===== src/rtl/alu_acc_seq_if.sv =====
// Operand/result bundle between the bus operand registers, control unit and alu_acc_seq.
// The master side issues start/op/operands; the slave side returns status and the accumulator.
interface alu_acc_seq_if #(
    parameter int WIDTH = 4
);
    logic               start;
    logic [2:0]         op;
    logic [WIDTH-1:0]   a_data;
    logic [WIDTH-1:0]   b_data;
    logic               busy;
    logic               done;
    logic [2*WIDTH-1:0] acc_data;
    logic               sign_flag;
    logic               zero_flag;
    logic               dz_flag;

    modport master (
        output start, op, a_data, b_data,
        input  busy, done, acc_data, sign_flag, zero_flag, dz_flag
    );

    modport slave (
        input  start, op, a_data, b_data,
        output busy, done, acc_data, sign_flag, zero_flag, dz_flag
    );
endinterface


===== src/rtl/alu_acc_seq.sv =====
// Sequential ALU/accumulator: single-cycle add/sub/and, plus sequenced shift-add
// multiply and restoring divide into a double-width {acc_high, acc_low} accumulator.
//
// state | meaning
// IDLE  | waiting for start; single-cycle ops complete here
// RUN   | stepping MUL/DIV, one step per clock, WIDTH steps total
module alu_acc_seq #(
    parameter int WIDTH = 4
) (
    input  logic         clk,
    input  logic         reset_n,
    alu_acc_seq_if.slave bus
);
    localparam int AW = 2 * WIDTH;
    localparam int CW = $clog2(WIDTH + 1);
    localparam logic [CW-1:0] LAST_STEP = CW'(WIDTH - 1);

    localparam logic [2:0] OP_ADD = 3'b000;
    localparam logic [2:0] OP_SUB = 3'b001;
    localparam logic [2:0] OP_AND = 3'b010;
    localparam logic [2:0] OP_MUL = 3'b011;
    localparam logic [2:0] OP_DIV = 3'b100;

    typedef enum logic {IDLE, RUN} state_t;

    state_t           state;
    logic [CW-1:0]    step_cnt;
    logic [2:0]       op_r;
    logic [WIDTH-1:0] b_r;
    logic [AW-1:0]    acc;
    logic             busy_r;
    logic             done_r;
    logic             dz_r;
    logic             sign_r;
    logic             zero_r;

    logic [WIDTH-1:0] acc_high;
    logic [WIDTH-1:0] acc_low;
    logic [WIDTH:0]   add_sum;
    logic [WIDTH:0]   sub_diff;
    logic [AW-1:0]    single_res;
    logic [WIDTH:0]   mul_sum;
    logic [WIDTH:0]   div_min;
    logic [WIDTH+1:0] div_trial;
    logic [AW-1:0]    step_next;
    logic             multi_cycle;

    assign acc_high = acc[AW-1:WIDTH];
    assign acc_low  = acc[WIDTH-1:0];

    // DIV by zero never enters RUN; it returns the dividend as remainder at once.
    assign multi_cycle = (bus.op == OP_MUL) ||
                         ((bus.op == OP_DIV) && (bus.b_data != '0));

    always_comb begin
        add_sum    = {1'b0, bus.a_data} + {1'b0, bus.b_data};
        sub_diff   = {1'b0, bus.a_data} - {1'b0, bus.b_data};
        single_res = '0;
        case (bus.op)
            OP_ADD:  single_res = {{(WIDTH-1){1'b0}}, add_sum[WIDTH], add_sum[WIDTH-1:0]};
            OP_SUB:  single_res = {{WIDTH{sub_diff[WIDTH]}}, sub_diff[WIDTH-1:0]};
            OP_AND:  single_res = {{WIDTH{1'b0}}, bus.a_data & bus.b_data};
            OP_DIV:  single_res = {bus.a_data, {WIDTH{1'b1}}};
            default: single_res = '0;
        endcase
    end

    always_comb begin
        mul_sum   = acc_low[0] ? ({1'b0, acc_high} + {1'b0, b_r}) : {1'b0, acc_high};
        div_min   = {acc_high, acc_low[WIDTH-1]};
        div_trial = {1'b0, div_min} - {2'b00, b_r};
        step_next = '0;
        if (op_r == OP_MUL) begin
            step_next = {mul_sum, acc_low[WIDTH-1:1]};
        end else if (div_trial[WIDTH+1]) begin
            step_next = {div_min[WIDTH-1:0], acc_low[WIDTH-2:0], 1'b0};
        end else begin
            step_next = {div_trial[WIDTH-1:0], acc_low[WIDTH-2:0], 1'b1};
        end
    end

    always_ff @(posedge clk) begin
        if (!reset_n) begin
            state    <= IDLE;
            step_cnt <= '0;
            op_r     <= OP_ADD;
            b_r      <= '0;
            acc      <= '0;
            busy_r   <= 1'b0;
            done_r   <= 1'b0;
            dz_r     <= 1'b0;
            sign_r   <= 1'b0;
            zero_r   <= 1'b1;
        end else begin
            done_r <= 1'b0;
            case (state)
                IDLE: begin
                    if (bus.start) begin
                        op_r <= bus.op;
                        b_r  <= bus.b_data;
                        if (multi_cycle) begin
                            acc      <= {{WIDTH{1'b0}}, bus.a_data};
                            step_cnt <= '0;
                            busy_r   <= 1'b1;
                            state    <= RUN;
                        end else begin
                            acc    <= single_res;
                            done_r <= 1'b1;
                            sign_r <= single_res[AW-1];
                            zero_r <= (single_res == '0);
                            if (bus.op == OP_DIV) dz_r <= 1'b1;
                        end
                    end
                end
                RUN: begin
                    acc <= step_next;
                    if (step_cnt == LAST_STEP) begin
                        step_cnt <= '0;
                        busy_r   <= 1'b0;
                        done_r   <= 1'b1;
                        sign_r   <= step_next[AW-1];
                        zero_r   <= (step_next == '0);
                        if (op_r == OP_DIV) dz_r <= 1'b0;
                        state    <= IDLE;
                    end else begin
                        step_cnt <= step_cnt + 1'b1;
                    end
                end
                default: state <= IDLE;
            endcase
        end
    end

    assign bus.busy      = busy_r;
    assign bus.done      = done_r;
    assign bus.acc_data  = acc;
    assign bus.sign_flag = sign_r;
    assign bus.zero_flag = zero_r;
    assign bus.dz_flag   = dz_r;
endmodule

===== src/flat_wrapper.sv =====
// flat-port wrapper written by rule: the top's interface ports become plain ports
module alu_acc_seq_flat 
#(
    parameter int WIDTH = 4
)
  (clk, reset_n, bus_start, bus_op, bus_a_data, bus_b_data, bus_busy, bus_done, bus_acc_data, bus_sign_flag, bus_zero_flag, bus_dz_flag);
  alu_acc_seq_if #(.WIDTH(WIDTH)) bus_i ();
  input  logic clk;
  input  logic reset_n;
  input wire logic [$bits(bus_i.start)-1:0] bus_start;
  input wire logic [$bits(bus_i.op)-1:0] bus_op;
  input wire logic [$bits(bus_i.a_data)-1:0] bus_a_data;
  input wire logic [$bits(bus_i.b_data)-1:0] bus_b_data;
  output wire logic [$bits(bus_i.busy)-1:0] bus_busy;
  output wire logic [$bits(bus_i.done)-1:0] bus_done;
  output wire logic [$bits(bus_i.acc_data)-1:0] bus_acc_data;
  output wire logic [$bits(bus_i.sign_flag)-1:0] bus_sign_flag;
  output wire logic [$bits(bus_i.zero_flag)-1:0] bus_zero_flag;
  output wire logic [$bits(bus_i.dz_flag)-1:0] bus_dz_flag;
  assign bus_i.start = bus_start;
  assign bus_i.op = bus_op;
  assign bus_i.a_data = bus_a_data;
  assign bus_i.b_data = bus_b_data;
  assign bus_busy = bus_i.busy;
  assign bus_done = bus_i.done;
  assign bus_acc_data = bus_i.acc_data;
  assign bus_sign_flag = bus_i.sign_flag;
  assign bus_zero_flag = bus_i.zero_flag;
  assign bus_dz_flag = bus_i.dz_flag;
  alu_acc_seq #(.WIDTH(WIDTH)) u_core (.clk(clk), .reset_n(reset_n), .bus(bus_i));
endmodule

===== config.mk =====
export PLATFORM = sky130hd
export DESIGN_NAME = alu_acc_seq_flat
export DESIGN_NICKNAME = d
export VERILOG_FILES = /design/src/rtl/alu_acc_seq_if.sv /design/src/rtl/alu_acc_seq.sv /design/src/flat_wrapper.sv
export SDC_FILE = /design/constraint.sdc
export NUM_CORES = 1
export LEC_CHECK = 0
export CELL_PAD_IN_SITES_DETAIL_PLACEMENT = 0
export CELL_PAD_IN_SITES_GLOBAL_PLACEMENT = 1
export CORE_ASPECT_RATIO = 0.9
export CORE_MARGIN = 2
export CORE_UTILIZATION = 45
export DETAILED_ROUTE_END_ITERATION = 16
export GPL_ROUTABILITY_DRIVEN = 0
export PLACE_DENSITY_LB_ADDON = 0.12
export SKIP_CTS_REPAIR_TIMING = 1
export SYNTH_ARGS = -nofsm -noshare
export SYNTH_HDL_FRONTEND = slang
export SYNTH_SLANG_ARGS = --single-unit

===== constraint.sdc =====
create_clock -name clk -period 3.7 [get_ports clk]
set_clock_uncertainty 0.15 [all_clocks]
set_input_delay 0.74 -clock clk [delete_from_list [all_inputs] [get_ports clk]]
set_output_delay 0.74 -clock clk [all_outputs]
set_load 0.01 [all_outputs]

== Word level (Yosys, flattened, before mapping) ==
Cells that the tools add are included.
W data, S select, Z words.

* Add/subtract/negate cells: 5
* Equality and inequality tests: 13
* Multiplexer cells: 37
* Bitwise gates (word level): 2
* Reductions and logical operators: 11

{| class="wikitable"
|+ Operators with widths
! cell !! count
|-
| $mux W8 || 4
|-
| $pmux W8 S4 || 1
|-
| $mux W1 || 20
|-
| $logic_not A8 Y1 || 2
|-
| $pmux W8 S2 || 1
|-
| $eq A3 B2 Y1 const B || 4
|-
| $pmux W1 S2 || 6
|-
| $add A4 B4 Y5 || 2
|-
| $mux W3 || 3
|-
| $ne A2 B2 Y1 const B || 4
|-
| $eq A3 B3 Y1 const B || 2
|-
| $pmux W3 S2 || 1
|-
| $reduce_and A3 Y1 || 2
|-
| $sub A5 B4 Y6 || 1
|-
| $mux W5 || 1
|-
| $reduce_and A5 Y1 || 1
|-
| $sub A4 B4 Y5 || 1
|-
| $and A4 B4 Y4 || 1
|-
| $ne A2 B1 Y1 const B || 2
|-
| $reduce_and A2 Y1 || 2
|-
| $reduce_bool A4 Y1 || 1
|-
| $add A3 B1 Y3 const B || 1
|-
| $eq A3 B1 Y1 const B || 1
|-
| $logic_not A3 Y1 || 1
|-
| other kinds (3) || 3
|}

* Register bits after elaboration: 24
* Input bits: 14
* Logic and storage cells: 78

== Depth between registers and ports, before layout ==
Gate-level depths: netlist of the first run.

* Depth in word-level cells: 6
* Depth in mapped cells: 10
* Depth with buffers taken out: 10

== Least setup slack after synthesis of the first run ==
Ideal clock, no wire load.

* Path type: input port to flip-flop
* Start point: input bus_a_data[0]
* End point: register u_core.acc[2], in the netlist u_core.bus.acc_data[2]
* Library setup time: 0.122 ns
* Arrival: 2.305 ns
* Required time: 3.428 ns
* Path slack: 1.124 ns
* Stages: 9
* Path buffers: 0
* Path through: inv_1 > ha_1 > inv_1 > fa_1 > xor2_1 > a31o_1 > a21oi_1 > a21oi_1 > o311a_1

* Cells in the longest elaborated chain, start to end: 5
* Elaborated cells on any way between the ends: 6
* Classes of those cells: 2 x add/sub; 4 x mux

{| class="wikitable"
|+ RTL lines
! element !! RTL line !! source
|-
| from (decl) || flat_wrapper.sv:12 || <nowiki>input wire logic [$bits(bus_i.a_data)-1:0] bus_a_data;</nowiki>
|-
| $sub A4 B4 Y5 / $add A4 B4 Y5 (equally long branches) || alu_acc_seq.sv:57, alu_acc_seq.sv:56 ||
|-
| $pmux W8 S4 * || alu_acc_seq.sv:59 || <nowiki>case (bus.op)</nowiki>
|-
| $mux W8 * || alu_acc_seq.sv:101 || <nowiki>if (multi_cycle) begin</nowiki>
|-
| $mux W8 * || alu_acc_seq.sv:98 || <nowiki>if (bus.start) begin</nowiki>
|-
| $pmux W8 S2 * || alu_acc_seq.sv:96 || <nowiki>case (state)</nowiki>
|-
| to (signal assigned) || alu_acc_seq.sv:102 || <nowiki>acc <= {{WIDTH{1'b0}}, bus.a_data};</nowiki>
|-
| to (signal assigned) || alu_acc_seq.sv:107 || <nowiki>acc <= single_res;</nowiki>
|-
| to (signal assigned) || alu_acc_seq.sv:116 || <nowiki>acc <= step_next;</nowiki>
|-
| to (decl) || alu_acc_seq.sv:30 || <nowiki>logic [AW-1:0] acc;</nowiki>
|}

Every way passes the cells marked *; elsewhere a longest branch is shown, timed or not. The select of a mux whose other input is x is not followed.
A chain may end at the register's enable or synchronous reset.

== Worst setup path in the final report of the first run ==
* Start point: input bus_b_data[1]
* End point: register u_core.zero_r, in the netlist u_core.bus.zero_flag

* Cells in the longest elaborated chain, start to end: 6
* Elaborated cells on any way between the ends: 13
* Classes of those cells: 2 x add/sub; 1 x eq/ne; 4 x mux; 1 x bitwise; 5 x reduce/logical

{| class="wikitable"
|+ RTL lines
! element !! RTL line !! source
|-
| from (decl) || flat_wrapper.sv:13 || <nowiki>input wire logic [$bits(bus_i.b_data)-1:0] bus_b_data;</nowiki>
|-
| $sub A4 B4 Y5, or another cell as far along || alu_acc_seq.sv:57 || <nowiki>sub_diff = {1'b0, bus.a_data} - {1'b0, bus.b_data};</nowiki>
|-
| $pmux W8 S4 || alu_acc_seq.sv:59 ||
|-
| $logic_not A8 Y1 || alu_acc_seq.sv:110 || <nowiki>zero_r <= (single_res == '0);</nowiki>
|-
| $mux W1 || alu_acc_seq.sv:101 ||
|-
| $mux W1 || alu_acc_seq.sv:98 ||
|-
| $pmux W1 S2 || alu_acc_seq.sv:96 ||
|-
| to (signal assigned) || alu_acc_seq.sv:110 ||
|-
| to (signal assigned) || alu_acc_seq.sv:122 || <nowiki>zero_r <= (step_next == '0);</nowiki>
|-
| to (decl) || alu_acc_seq.sv:35 || <nowiki>logic zero_r;</nowiki>
|}

Several ways; a longest one is shown, not always the timed one. The select of a mux whose other input is x is not followed.

==> impl_metrics.ini, run 1 <==
[timing]
tightest_slew_ns = 0.8629
finalHoldViolCount = 0
rsz0062_at_grt = false
setup_tns_ns = 0
hold_slack_ns = 0.3035
finalMaxSlewViolations = 0
setup_viol_count_final = 0
post-route-period-util = 0.8084
max_freq_mhz = 334.3
min_period_ns = 2.991
relSlewSlack = 0.4240

[worst_setup_path]
crit_path_max_fanout = 5
critPathCaptureType = register
slowest_delay_ns = 0.62
critical_path_arrival_ns = 3.00
cpMaxStageDelayCell = clkdlybuf4s50_1
path_class = input pin to register
start_kind = input pin
worstPathCellList = clkdlybuf4s50_1, inv_1, ha_1, a21o_1, a21oi_1, xor2_1, o311ai_0, o21ai_1
worstPathRequired_ns = 3.71

[yosys]
syn_area_um2 = 2088
synth_fp_nets = 295
ys.flop_type = dfxtp_1
netlist.area_leader.share = 0.2301
synthCells = 260
synth-seq-cells = 24
yosysTopAreaCell = dfxtp_1
synth_edf_count = 0
yosys-top-cells-area = dfxtp_1 23%, ha_1 10%, nand2_1 5.6%
syn_area_per_cell_um2 = 8.032
yosysSeqAreaShare = 0.2301
ys_warn_count = 0
async_reset_ff_frac = 0
synth_cell_types = 57

[route]
vias_per_cell = 5.657
drtPass1Iterations = 4
ant_nets = 0
drc_errors = 0
vias = 1946
drt_iter0_drc = 127
wire_per_inst_um = 15.67
drt-total-wl_mm = 5.389

[finish]
antenna_cells = 0
syn_to_final_growth_pct = 19.17
fin_util = 0.5579
post-route-cell-area_um2 = 2489
drive_above_1_share = 0.06383
layout_common_cells = 31 x nand2_1, 26 x clkdlybuf4s50_1, 24 x dfxtp_1, 21 x inv_1, 17 x ha_1
final_common_cell = nand2_1
nFillCells = 443
fin_nets = 318

[grt]
track_usage = 0.2292
antenna_found_initial = 0
grt-ovfl-total = 0
grt_max_degree = 27
grt_pass1_vias = 1822
grt_pass1_wl_mm = 8.928

[power_and_ir_drop]
p_leak_nw = 1.046
finalPower_uw = 796.0
powerDensity_nw_per_um2 = 319.9
ir_drop_mv = 0.2232

[clocking]
clockBufferDepth = 2
clkSinkCount = 24
path_clk_slew_ns = 0.09
htreeDepth = 1
cts_tree = yes
cts_buffers = 3
worstSkewPairLatency_ns = 0.28
root_buffer = clkbuf_8

[placement]
portBuffers = 26
dpl_cell_area_um2 = 2417
dpl.hpwl_mm = 4.214

[die]
floorplan.initialDensity = 0.4682
die_w_um = 75.81
rows = 23
die-area_um2 = 5202
die_y_um = 68.63
io_pins = 27
core_area_um2 = 4461

[flow_run]
maxCapViolCount = 0

[outcome]
status = completed

[hold_path]
hold_path.class = register to register
==> cells by family after synthesis <==
family	count (synthesis)	synth area share
compound gates	85	0.3026
mux	6	0.03116
xor+xnor	5	0.02097
fa+ha+maj	21	0.1402
flops	24	0.2301
simple gates	83	0.2097
buf+inv	36	0.06530
==> registers in the layout (all words and copies together) (netlist names) <==
signal	count
u_core.bus.done	1
u_core.bus.zero_flag	1
u_core.op_r	3
u_core.bus.busy	1
u_core.step_cnt	3
u_core.state	1
u_core.bus.acc_data	8
u_core.b_r	4
u_core.bus.sign_flag	1
u_core.bus.dz_flag	1
==> cells in the mapped netlist (all sizes together), types with 2 or more instances <==
master   instances
nand2           31
dfxtp           24
inv             22
ha              17
a21oi           15
o21ai           14
a21boi          13
nor2            13
clkbuf          12
nor2b            8
a21o             6
mux2i            5
nand3b           5
o21a             5
a211oi           4
and2             4
fa               4
nand3            4
and3b            3
nand2b           3
nor3             3
nor3b            3
o211a            3
o311a            3
o31ai            3
xor2             3
a2111oi          2
a31oi            2
buf              2
o211ai           2
o22ai            2
o31a             2
o32ai            2
xnor2            2
==> critical path: cells and delay by family <==
kind	cells	cell delay, ns
AOI/OAI and AO/OA	4	1.07
buffers and inverters	2	0.76
adders and majority gates	1	0.34
xor gates and xnor gates	1	0.09
==> final timing paths <==
kind | start | to | slack [ns] | cells after the start
max reg2reg | u_core.b_r[2] | u_core.bus.zero_flag | 1.17 | 8
max | bus_b_data[1] | u_core.bus.zero_flag | 0.71 | 8
min | u_core.step_cnt[2] | u_core.step_cnt[2] | 0.30 | 2
min reg2reg | u_core.step_cnt[2] | u_core.step_cnt[2] | 0.30 | 2
==> power breakdown <==
| group | internal [mW] | switching, mW |
|---|---|---|
| Combinational | 0.127 | 0.131 |
| Sequential | 0.275 | 0.0247 |
| Clock | 0.145 | 0.0932 |
| Total | 0.547 | 0.249 |
==> routing by layer <==
| layer | routed length [um] | share of wire | global-route usage |
|---|---|---|---|
| met1 | 2541 | 0.47 | 0.3209 |
| met4 | 55 | 0.010 | 0.06360 |
| met3 | 351 | 0.065 | 0.03488 |
| met5 | 0 | 0 | 0 |
| met2 | 2440 | 0.45 | 0.3653 |
==> cell type report <==
| cell class | instances | area, um2 | area share |
|---|---|---|---|
| multi-input combinational | 200 | 1471 | 0.5913 |
| sequential | 24 | 480.5 | 0.1931 |
| timing repair buffer | 32 | 305.3 | 0.1227 |
| inverter | 22 | 82.58 | 0.03318 |
| tap | 62 | 77.57 | 0.03117 |
| clock buffer | 3 | 41.29 | 0.01659 |
| clock inverter | 1 | 30.03 | 0.01207 |
==> metrics by stage <==
step	cells	worst slack (ns)
6_report	344	0.7088
3_5_place_dp	340	0.4400
2_1_floorplan	260	1.124
3_3_place_gp	340	0.4662
5_1_grt	344	0.5655
4_1_cts	344	0.7219
(Power assumes the default switching activity.)
==> inputs of run 2 (changes only) <==
--- a/config.mk
+++ b/config.mk
@@ -9,7 +9,7 @@
 export CELL_PAD_IN_SITES_GLOBAL_PLACEMENT = 1
 export CORE_ASPECT_RATIO = 0.9
 export CORE_MARGIN = 2
-export CORE_UTILIZATION = 45
+export CORE_UTILIZATION = 41
 export DETAILED_ROUTE_END_ITERATION = 16
 export GPL_ROUTABILITY_DRIVEN = 0
 export PLACE_DENSITY_LB_ADDON = 0.12
==> constraint.sdc (replaced) <==
create_clock -name clk -period 2.9 [get_ports clk]
set_clock_uncertainty 0.15 [all_clocks]
set_input_delay 0.58 -clock clk [delete_from_list [all_inputs] [get_ports clk]]
set_output_delay 0.58 -clock clk [all_outputs]
set_load 0.01 [all_outputs]
==> run 2 against run 1 <==
  * Clock-buffer cell count unchanged
  * Sequential cell count unchanged
  * First-iteration DRC count down 20%
  * Via count up 2.4%
==> impl_metrics.ini, run 2 (synthesis gave the netlist of run 1 again) <==
[outcome]
status = completed

[power_and_ir_drop]
ir_drop_mv = 0.3523
swShare = 0.3077
power_frac_clock = 0.288
p_int_uw = 725.2
powerDensity_nw_per_um2 = 389.4
combPwrFrac = 0.351
pwr-share-seq = 0.360
switchingPower_uw = 322.4
p_leak_nw = 1.170

[finish]
fin_cells = 373
area.sequential_um2 = 480.5
fin_nets = 344
syn_to_final_growth_pct = 28.82
multi_input_area_um2 = 1474
post-route-cell-area_um2 = 2690
drive_above_1_share = 0.1461
layout_common_cells = 32 x buf_4, 31 x nand2_1, 26 x clkdlybuf4s50_1, 24 x dfxtp_1, 21 x inv_1
nFillCells = 484
largest_reg_flops = 8
fin_util = 0.5530
final_common_cell = buf_4
antenna_cells = 0

[clocking]
root_buffer = clkbuf_8
clkSinkCount = 24
clockBufferDepth = 2
path_clk_slew_ns = 0.09
cts_tree = yes
cts_buffers = 3
worstSkewPairLatency_ns = 0.27
htreeDepth = 1

[timing]
min_period_ns = 2.732
tightest_slew_ns = 0.5151
post-route-period-util = 0.9419
setup_viol_count_final = 0
finalHoldViolCount = 0
finalMaxSlewViolations = 0
rsz0062_at_grt = false
relSlewSlack = 0.6522
max_freq_mhz = 366.1
setup_tns_ns = 0

[worst_setup_path]
timing.rr.end = u_core.bus.zero_flag
path_class = input pin to register
setup.worst_path.start = bus_b_data[0]
rrSetupSlack_ns = 0.33
critical_path_arrival_ns = 2.75
r2r_cells = 8
crit_path_max_fanout = 3
worstPathRequired_ns = 2.92
start_kind = input pin
regToRegStartpoint = u_core.b_r[2]
critPathCaptureType = register

[die]
core_area_um2 = 4865
die-area_um2 = 5681
die_w_um = 79.23
die_y_um = 71.71
io_pins = 27
rows = 24
floorplan.initialDensity = 0.4293

[route]
drc_errors = 0
drtPass1Iterations = 4
ant_nets = 0
routed.top_layer = met4
vias_per_cell = 5.343
wire_per_inst_um = 14.83
drt_iter0_drc = 101
drt-total-wl_mm = 5.531
m1WireLength_mm = 2.977
met2_length_mm = 2.356
vias = 1993
wl_met3_um = 175

[grt]
track_usage = 0.2162
grt-ovfl-total = 0
grt_pass1_wl_mm = 9.742
antenna_found_initial = 0
grt_max_degree = 19
grt_pass1_vias = 1979

[hold_path]
min_path_cells = 2
min-delay-start = u_core.step_cnt[2]
holdPathEnd = u_core.step_cnt[2]
hold_path.class = register to register

[placement]
dpl_cell_area_um2 = 2616
dpl.hpwl_mm = 4.532
portBuffers = 26
placedCellCount = 369

[flow_run]
maxCapViolCount = 0
run 2: cell types whose count changed in the layout (fill, tap and decap cells not counted):
| cell | before | now |
|---|---|---|
| buf_4 | 6 | 32 |
| ha_1 | 17 | 16 |
| ha_2 | 0 | 1 |
run 2: per-layer routing:
layer,vias up,GRT usage
met1,920,0.3302
met3,3,0.02015
met2,42,0.3362
li1,1028,-
met5,-,0
met4,0,0.03448
run 2: stage by stage:
stage          power (mW)  hold slack, ns  setup WS (ns)
3_5_place_dp       0.7529          0.2958        -0.1367
4_1_cts             1.053          0.3091         0.1574
6_report            1.048          0.3121         0.1684
2_1_floorplan      0.6042          0.2740         0.4838
5_1_grt             1.119          0.3506        0.03158
3_3_place_gp       0.7502          0.2887       -0.08270
run 2: worst max-delay path, stage by stage:
cell,delay (ns)
clkdlybuf4s50_1,0.53
ha_1,0.17
inv_1,0.06
fa_1,0.41
xor2_1,0.18
a31o_1,0.22
a21oi_1,0.19
a21oi_1,0.09
o311a_1,0.32
run 2: worst max path at each step:
stage	slack, ns	cells past startpoint	to
5_1_grt	0.03	9	u_core.bus.acc_data[1]
4_1_cts	0.16	9	u_core.bus.acc_data[2]
3_3_place_gp	-0.08	9	u_core.bus.acc_data[2]
3_5_place_dp	-0.14	9	u_core.bus.acc_data[2]
6_report	0.17	9	u_core.bus.acc_data[2]
2_1_floorplan	0.48	9	u_core.bus.acc_data[2]
run 2: power groups by stage:
stage	logic [mW]	clock network, mW	registers (mW)
floorplan	0.223	0	0.382
detailed placement	0.368	0	0.385
finish	0.368	0.302	0.377
global placement	0.365	0	0.385
CTS	0.370	0.306	0.378
global route	0.412	0.325	0.382
run 2: final cells by class:
type,instances,area share
Clock buffer,3,0.01535
Clock inverter,1,0.01116
Tap cell,65,0.03023
Sequential cell,24,0.1786
Inverter,22,0.03070
Multi-Input combinational cell,200,0.5479
Timing Repair Buffer,58,0.1860
